===== src/rtl/ctrl_pipe.sv =====
// ctrl_pipe: ID/EX, EX/MEM and MEM/WB control-bundle registers plus the EX-stage PCSrcE redirect.
// Latency 1/2/3 cycles to the E/M/W outputs; StallE holds E and sends a bubble into M, FlushE wins over StallE.
// Optional bubble counter is enabled by defining CTRL_PIPE_BUBBLE_CNT_EN; without it BubbleCnt is tied to 0.
module ctrl_pipe #(
    parameter int RD_W  = 5,
    parameter int CNT_W = 16
) (
    input  logic             clk,
    input  logic             rst,
    input  logic             ValidD,
    input  logic             RegWriteD,
    input  logic [1:0]       ResultSrcD,
    input  logic             MemWriteD,
    input  logic             JumpD,
    input  logic             BranchD,
    input  logic             ALUSrcD,
    input  logic [1:0]       ALUOpD,
    input  logic [RD_W-1:0]  RdD,
    input  logic             StallE,
    input  logic             FlushE,
    input  logic             ZeroE,
    output logic             RegWriteE,
    output logic [1:0]       ResultSrcE,
    output logic             ALUSrcE,
    output logic [1:0]       ALUOpE,
    output logic [RD_W-1:0]  RdE,
    output logic             PCSrcE,
    output logic             RegWriteM,
    output logic             MemWriteM,
    output logic [1:0]       ResultSrcM,
    output logic [RD_W-1:0]  RdM,
    output logic             RegWriteW,
    output logic [1:0]       ResultSrcW,
    output logic [RD_W-1:0]  RdW,
    output logic [CNT_W-1:0] BubbleCnt
);

    typedef struct packed {
        logic            valid;
        logic            reg_write;
        logic [1:0]      result_src;
        logic            mem_write;
        logic            jump;
        logic            branch;
        logic            alu_src;
        logic [1:0]      alu_op;
        logic [RD_W-1:0] rd;
    } ex_t;

    // Later stages keep only the fields anything downstream still consumes.
    typedef struct packed {
        logic            reg_write;
        logic [1:0]      result_src;
        logic            mem_write;
        logic [RD_W-1:0] rd;
    } mem_t;

    typedef struct packed {
        logic            reg_write;
        logic [1:0]      result_src;
        logic [RD_W-1:0] rd;
    } wb_t;

    ex_t  d_bus;
    ex_t  e_q;
    mem_t m_q;
    wb_t  w_q;

    // Every field is masked by ValidD so X on an idle decoder cannot reach E.
    always_comb begin
        d_bus = '0;
        if (ValidD) begin
            d_bus = '{valid: 1'b1, reg_write: RegWriteD, result_src: ResultSrcD,
                      mem_write: MemWriteD, jump: JumpD, branch: BranchD,
                      alu_src: ALUSrcD, alu_op: ALUOpD, rd: RdD};
        end
    end

    always_ff @(posedge clk or posedge rst) begin
        if (rst) begin
            e_q <= '0;
        end else if (FlushE) begin
            e_q <= '0;
        end else if (!StallE) begin
            e_q <= d_bus;
        end
    end

    always_ff @(posedge clk or posedge rst) begin
        if (rst) begin
            m_q <= '0;
        end else if (StallE && !FlushE) begin
            m_q <= '0;
        end else begin
            m_q <= '{reg_write: e_q.reg_write, result_src: e_q.result_src,
                     mem_write: e_q.mem_write, rd: e_q.rd};
        end
    end

    always_ff @(posedge clk or posedge rst) begin
        if (rst) begin
            w_q <= '0;
        end else begin
            w_q <= '{reg_write: m_q.reg_write, result_src: m_q.result_src, rd: m_q.rd};
        end
    end

`ifdef CTRL_PIPE_BUBBLE_CNT_EN
    logic [CNT_W-1:0] bubble_cnt;

    // A flush, an idle decode or a stall each put exactly one bubble into the pipe.
    always_ff @(posedge clk or posedge rst) begin
        if (rst) begin
            bubble_cnt <= '0;
        end else if ((FlushE || StallE || !ValidD) && (bubble_cnt != '1)) begin
            bubble_cnt <= bubble_cnt + CNT_W'(1);
        end
    end

    assign BubbleCnt = bubble_cnt;
`else
    assign BubbleCnt = '0;
`endif

    assign RegWriteE  = e_q.reg_write;
    assign ResultSrcE = e_q.result_src;
    assign ALUSrcE    = e_q.alu_src;
    assign ALUOpE     = e_q.alu_op;
    assign RdE        = e_q.rd;
    assign PCSrcE     = e_q.valid & (e_q.jump | (e_q.branch & ZeroE));

    assign RegWriteM  = m_q.reg_write;
    assign MemWriteM  = m_q.mem_write;
    assign ResultSrcM = m_q.result_src;
    assign RdM        = m_q.rd;

    assign RegWriteW  = w_q.reg_write;
    assign ResultSrcW = w_q.result_src;
    assign RdW        = w_q.rd;

endmodule


===== config.mk =====
export PLATFORM = sky130hd
export DESIGN_NAME = ctrl_pipe
export DESIGN_NICKNAME = d
export VERILOG_FILES = /design/src/rtl/ctrl_pipe.sv
export SDC_FILE = /design/constraint.sdc
export NUM_CORES = 1
export LEC_CHECK = 0
export ABC_AREA = 1
export ABC_CLOCK_PERIOD_IN_PS = 1700
export CORE_ASPECT_RATIO = 0.9
export CORE_MARGIN = 4
export CORE_UTILIZATION = 44
export DETAILED_ROUTE_END_ITERATION = 6
export PLACE_DENSITY = 0.85
export SYNTH_ARGS = -nofsm -noshare
export SYNTH_HDL_FRONTEND = slang
export SYNTH_SLANG_ARGS = --single-unit

===== constraint.sdc =====
create_clock -name clk -period 1.7 [get_ports clk]
set_clock_uncertainty 0.15 [all_clocks]
set_input_delay 0.17 -clock clk [delete_from_list [all_inputs] [get_ports clk]]
set_output_delay 0.17 -clock clk [all_outputs]
set_load 0.01 [all_outputs]

Word level (Yosys, flattened, before mapping)
Index checks and enable logic that the tools add are counted.
Widths: inputs -> output; s select.
Cells by class
  reduce and logical (&&, ||, !) cells: 2
  mux-type cells: 4
  bitwise operators: 3
  equal/unequal tests: 1
Operators by type and width (number)
  $mux 15: 3
  $mux 9: 1
  $and 1x1->1: 2
  $ne 2x1->1 const B: 1
  $logic_and 1x1->1: 1
  $logic_not 1->1: 1
  $or 1x1->1: 1
Storage, ports and cells
  output and inout bits: 45
  input bits: 20
  register bits after elaboration: 32
  word-level logic and storage cells: 26

Depth between registers and ports, before layout
  word-level depth: 3
  gate-level depth with buffers: 6
  depth with buffers taken out: 5

Worst setup path after synthesis
Ideal clock, no wire load.
  path kind: register -> output
  start point: reg e_q[8] (netlist bit)
  end point: out PCSrcE
  data arrival time: 0.558 ns
  buffers on the path: 0
  setup slack: 0.822 ns
  data required time: 1.380 ns
  cell stages (with the launch flop): 3
  cell sequence: dfrtp_1 a21oi_1 nor2_1
On the way
  cells in the longest elaborated chain, start to end: 3
RTL lines
  start, declared: RTL line 65  | ex_t e_q;
  start signal, assigned: RTL line 85  | e_q <= d_bus;
  $and 1x1->1: RTL line 130  | assign PCSrcE = e_q.valid & (e_q.jump | (e_q.branch & ZeroE));
  $or 1x1->1: RTL line 130
  $and 1x1->1: RTL line 130
  end, declared: RTL line 27  | output logic PCSrcE,
Every way passes these cells.

Final worst setup path
  start point: reg e_q (netlist bit RdE[2])
  end point: out RdE[2]
RTL lines
  end, declared: RTL line 26  | output logic [RD_W-1:0] RdE,
No word-level cell between the ends.

==> impl_metrics.ini <==
[logic_synthesis]
synth_area_per_cell_um2 = 8.81
synth.yosys.seq_area_share_pct = 56.8
synth_area_leader_cell = dfrtp_1
ys_warn_count = 0
synth_cell_types = 13
synth_area_um2 = 1410
synthTopCellsByArea = dfrtp_1 57%, nand2_1 15%, buf_4 14%
synth_top_area_share_pct = 56.8
ys_ff_latch = 32
synthCells = 160

[place]
place_congestion = 0.689
dp_slack_ns = 0.0680
hpwl_um = 1810
place_inst = 239
postPlaceCellArea_um2 = 1800
io_buffers = 48

[finish]
n_antenna_cell = 0
fill_cells = 255
finalInstanceArea_um2 = 1850
fin_nets = 224
drive_gt1_share_pct = 6.37
areaGrowthSynthToFinish_pct = 31.0
fin_cells = 246

[worst_setup_path]
worstPathArrival_ns = 1.27
worstPathRequired_ns = 1.38
worst_path_largest_cell_delay_ns = 0.56
cp_max_fo = 3
critPathCaptureType = primary output
worstSetupPathType = reg2out
start_kind = flop
cp_num_buf_inv = 1
crit_family = buffers and inverters
path_cells = clkdlybuf4s50_1
slowest_stage = clkdlybuf4s50_1

[clocking]
htree_levels = 2
cts.sinks = 32
post_cts_buffers = 0
cts_tree = done
cts-resized-gates = 1
root_buffer = clkbuf_4
insertion_delay_ns = 0.32
cts.clk_slew.worst_paths_ns = 0.10
cts_buffer_depth = 2
cts-buffers-inserted = 5
cts_hold_buf = 0

[detailed_routing]
vias = 1009
wl_per_cell_um = 10.2
ant_nets = 0
first_pass_iters = 4
viasPerCell = 4.10
routed_wl_um = 2500
drtIter0Drc = 72
drc = 0

[grt]
grt_use_total_pct = 13.0
antenna_found_initial = 0
grt_max_degree = 33
grt-ovfl-total = 0
grt_first_pass_wirelength_um = 3880
grt_pass1_vias = 877

[sta]
grt_setup_unrepaired = false
clock.fmax_mhz = 630
fin_ws_ns = 0.114
finalSetupViolations = 0
post-route-period-util_pct = 93.3
drv_slew = 0
fin_tns_setup_ns = 0
hold_viol = 0
period_needed_ns = 1.59
finalHoldWorstSlack_ns = 0.0731

[pwr]
p_per_area_nw_per_um2 = 767
leakage_nw = 0.949
peakVddDrop_uv = 303

[die]
die_h_um = 61.7
die_x_um = 67.7
coreArea_um2 = 3070
initial_utilization_pct = 46.0
num_rows = 19
dieArea_um2 = 4180
io_pins = 65

[outcome]
status = finished, final reports clean

[run]
maxCapViolations = 0

[min_path]
hp-class = in2async
-- cell families after synthesis --
kind of cell    synth area share (%)
simple gates                    22.6
buf+inv                         19.6
flops                           56.8
compound gates                 0.709
other cells                    0.266
-- synthesized netlist by cell type (all sizes together) --
cell type / instances
buf: 30
a21oi: 1
nand3b: 1
dfrtp: 32
nand2: 57
o21ai: 1
nor2: 24
conb: 1
inv: 13
-- registers in the layout, summed over array words and instances (netlist names) --
| signal | flops |
|---|---|
| RegWriteM | 1 |
| ResultSrcM | 2 |
| ALUSrcE | 1 |
| RdE | 5 |
| e_q | 4 |
| ALUOpE | 2 |
| ResultSrcE | 2 |
| MemWriteM | 1 |
| RdM | 5 |
| ResultSrcW | 2 |
| RegWriteW | 1 |
| RdW | 5 |
| RegWriteE | 1 |
-- path summary, 6_finish.rpt --
path	start	end	slack (ns)	cells past startpoint
setup reg to reg	RdE[2]$_DFFE_PP0N_	RdM[2]$_DFF_PP0_	0.91	2
min in group clk	RdM[2]$_DFF_PP0_	RdW[2]$_DFF_PP0_	0.23	0
max in group asynchronous	rst	RdW[3]$_DFF_PP0_	1.04	3
hold reg to reg	RdM[2]$_DFF_PP0_	RdW[2]$_DFF_PP0_	0.23	0
setup / recovery	RdE[2]$_DFFE_PP0N_	RdE[2]	0.11	1
hold / removal	rst	RdE[4]$_DFFE_PP0N_	0.07	3
-- report_power, final --
group | switching (mW) | internal, mW
Combinational | 0.110 | 0.116
Sequential | 0.0185 | 0.796
Clock | 0.223 | 0.152
Total | 0.352 | 1.06
-- placed cells by master, fill, tap and decap left out, drive strengths merged --
cell,synthesis,routed
a21oi,1,1
buf,30,4
clkbuf,0,6
clkdlybuf4s50,0,47
clkinv,0,1
conb,1,16
dfrtp,32,32
dlygate4sd2,0,1
inv,13,13
nand2,57,57
nand3b,1,1
nor2,24,24
o21ai,1,1
-- layer usage --
layer | routed length [µm] | vias to the layer above | global-route usage [%]
li1 | - | 521 | -
met1 | 1060 | 439 | 14.9
met2 | 1180 | 45 | 21.8
met3 | 222 | 4 | 3.60
met4 | 36 | 0 | 7.80
met5 | 0 | - | 0
-- area by class of cell --
class / instances / area [µm²] / share of cell area, %
well taps: 42 / 52.6 / 2.85
clock buffers: 6 / 41.3 / 2.24
multi-input cells: 100 / 389 / 21.1
clock inverters: 1 / 5.00 / 0.271
flip-flops and latches: 32 / 801 / 43.4
repair buffers: 52 / 509 / 27.6
inverters: 13 / 48.8 / 2.64
-- per-stage QoR --
| step | utilization, % | power, mW |
|---|---|---|
| floorplan | - | 0.974 |
| global placement | 58.8 | 1.06 |
| detailed placement | 58.8 | 1.06 |
| CTS | 60.2 | 1.44 |
| global route | 60.2 | 1.49 |
| finish | 60.2 | 1.42 |
(Power assumes the default switching activity.)
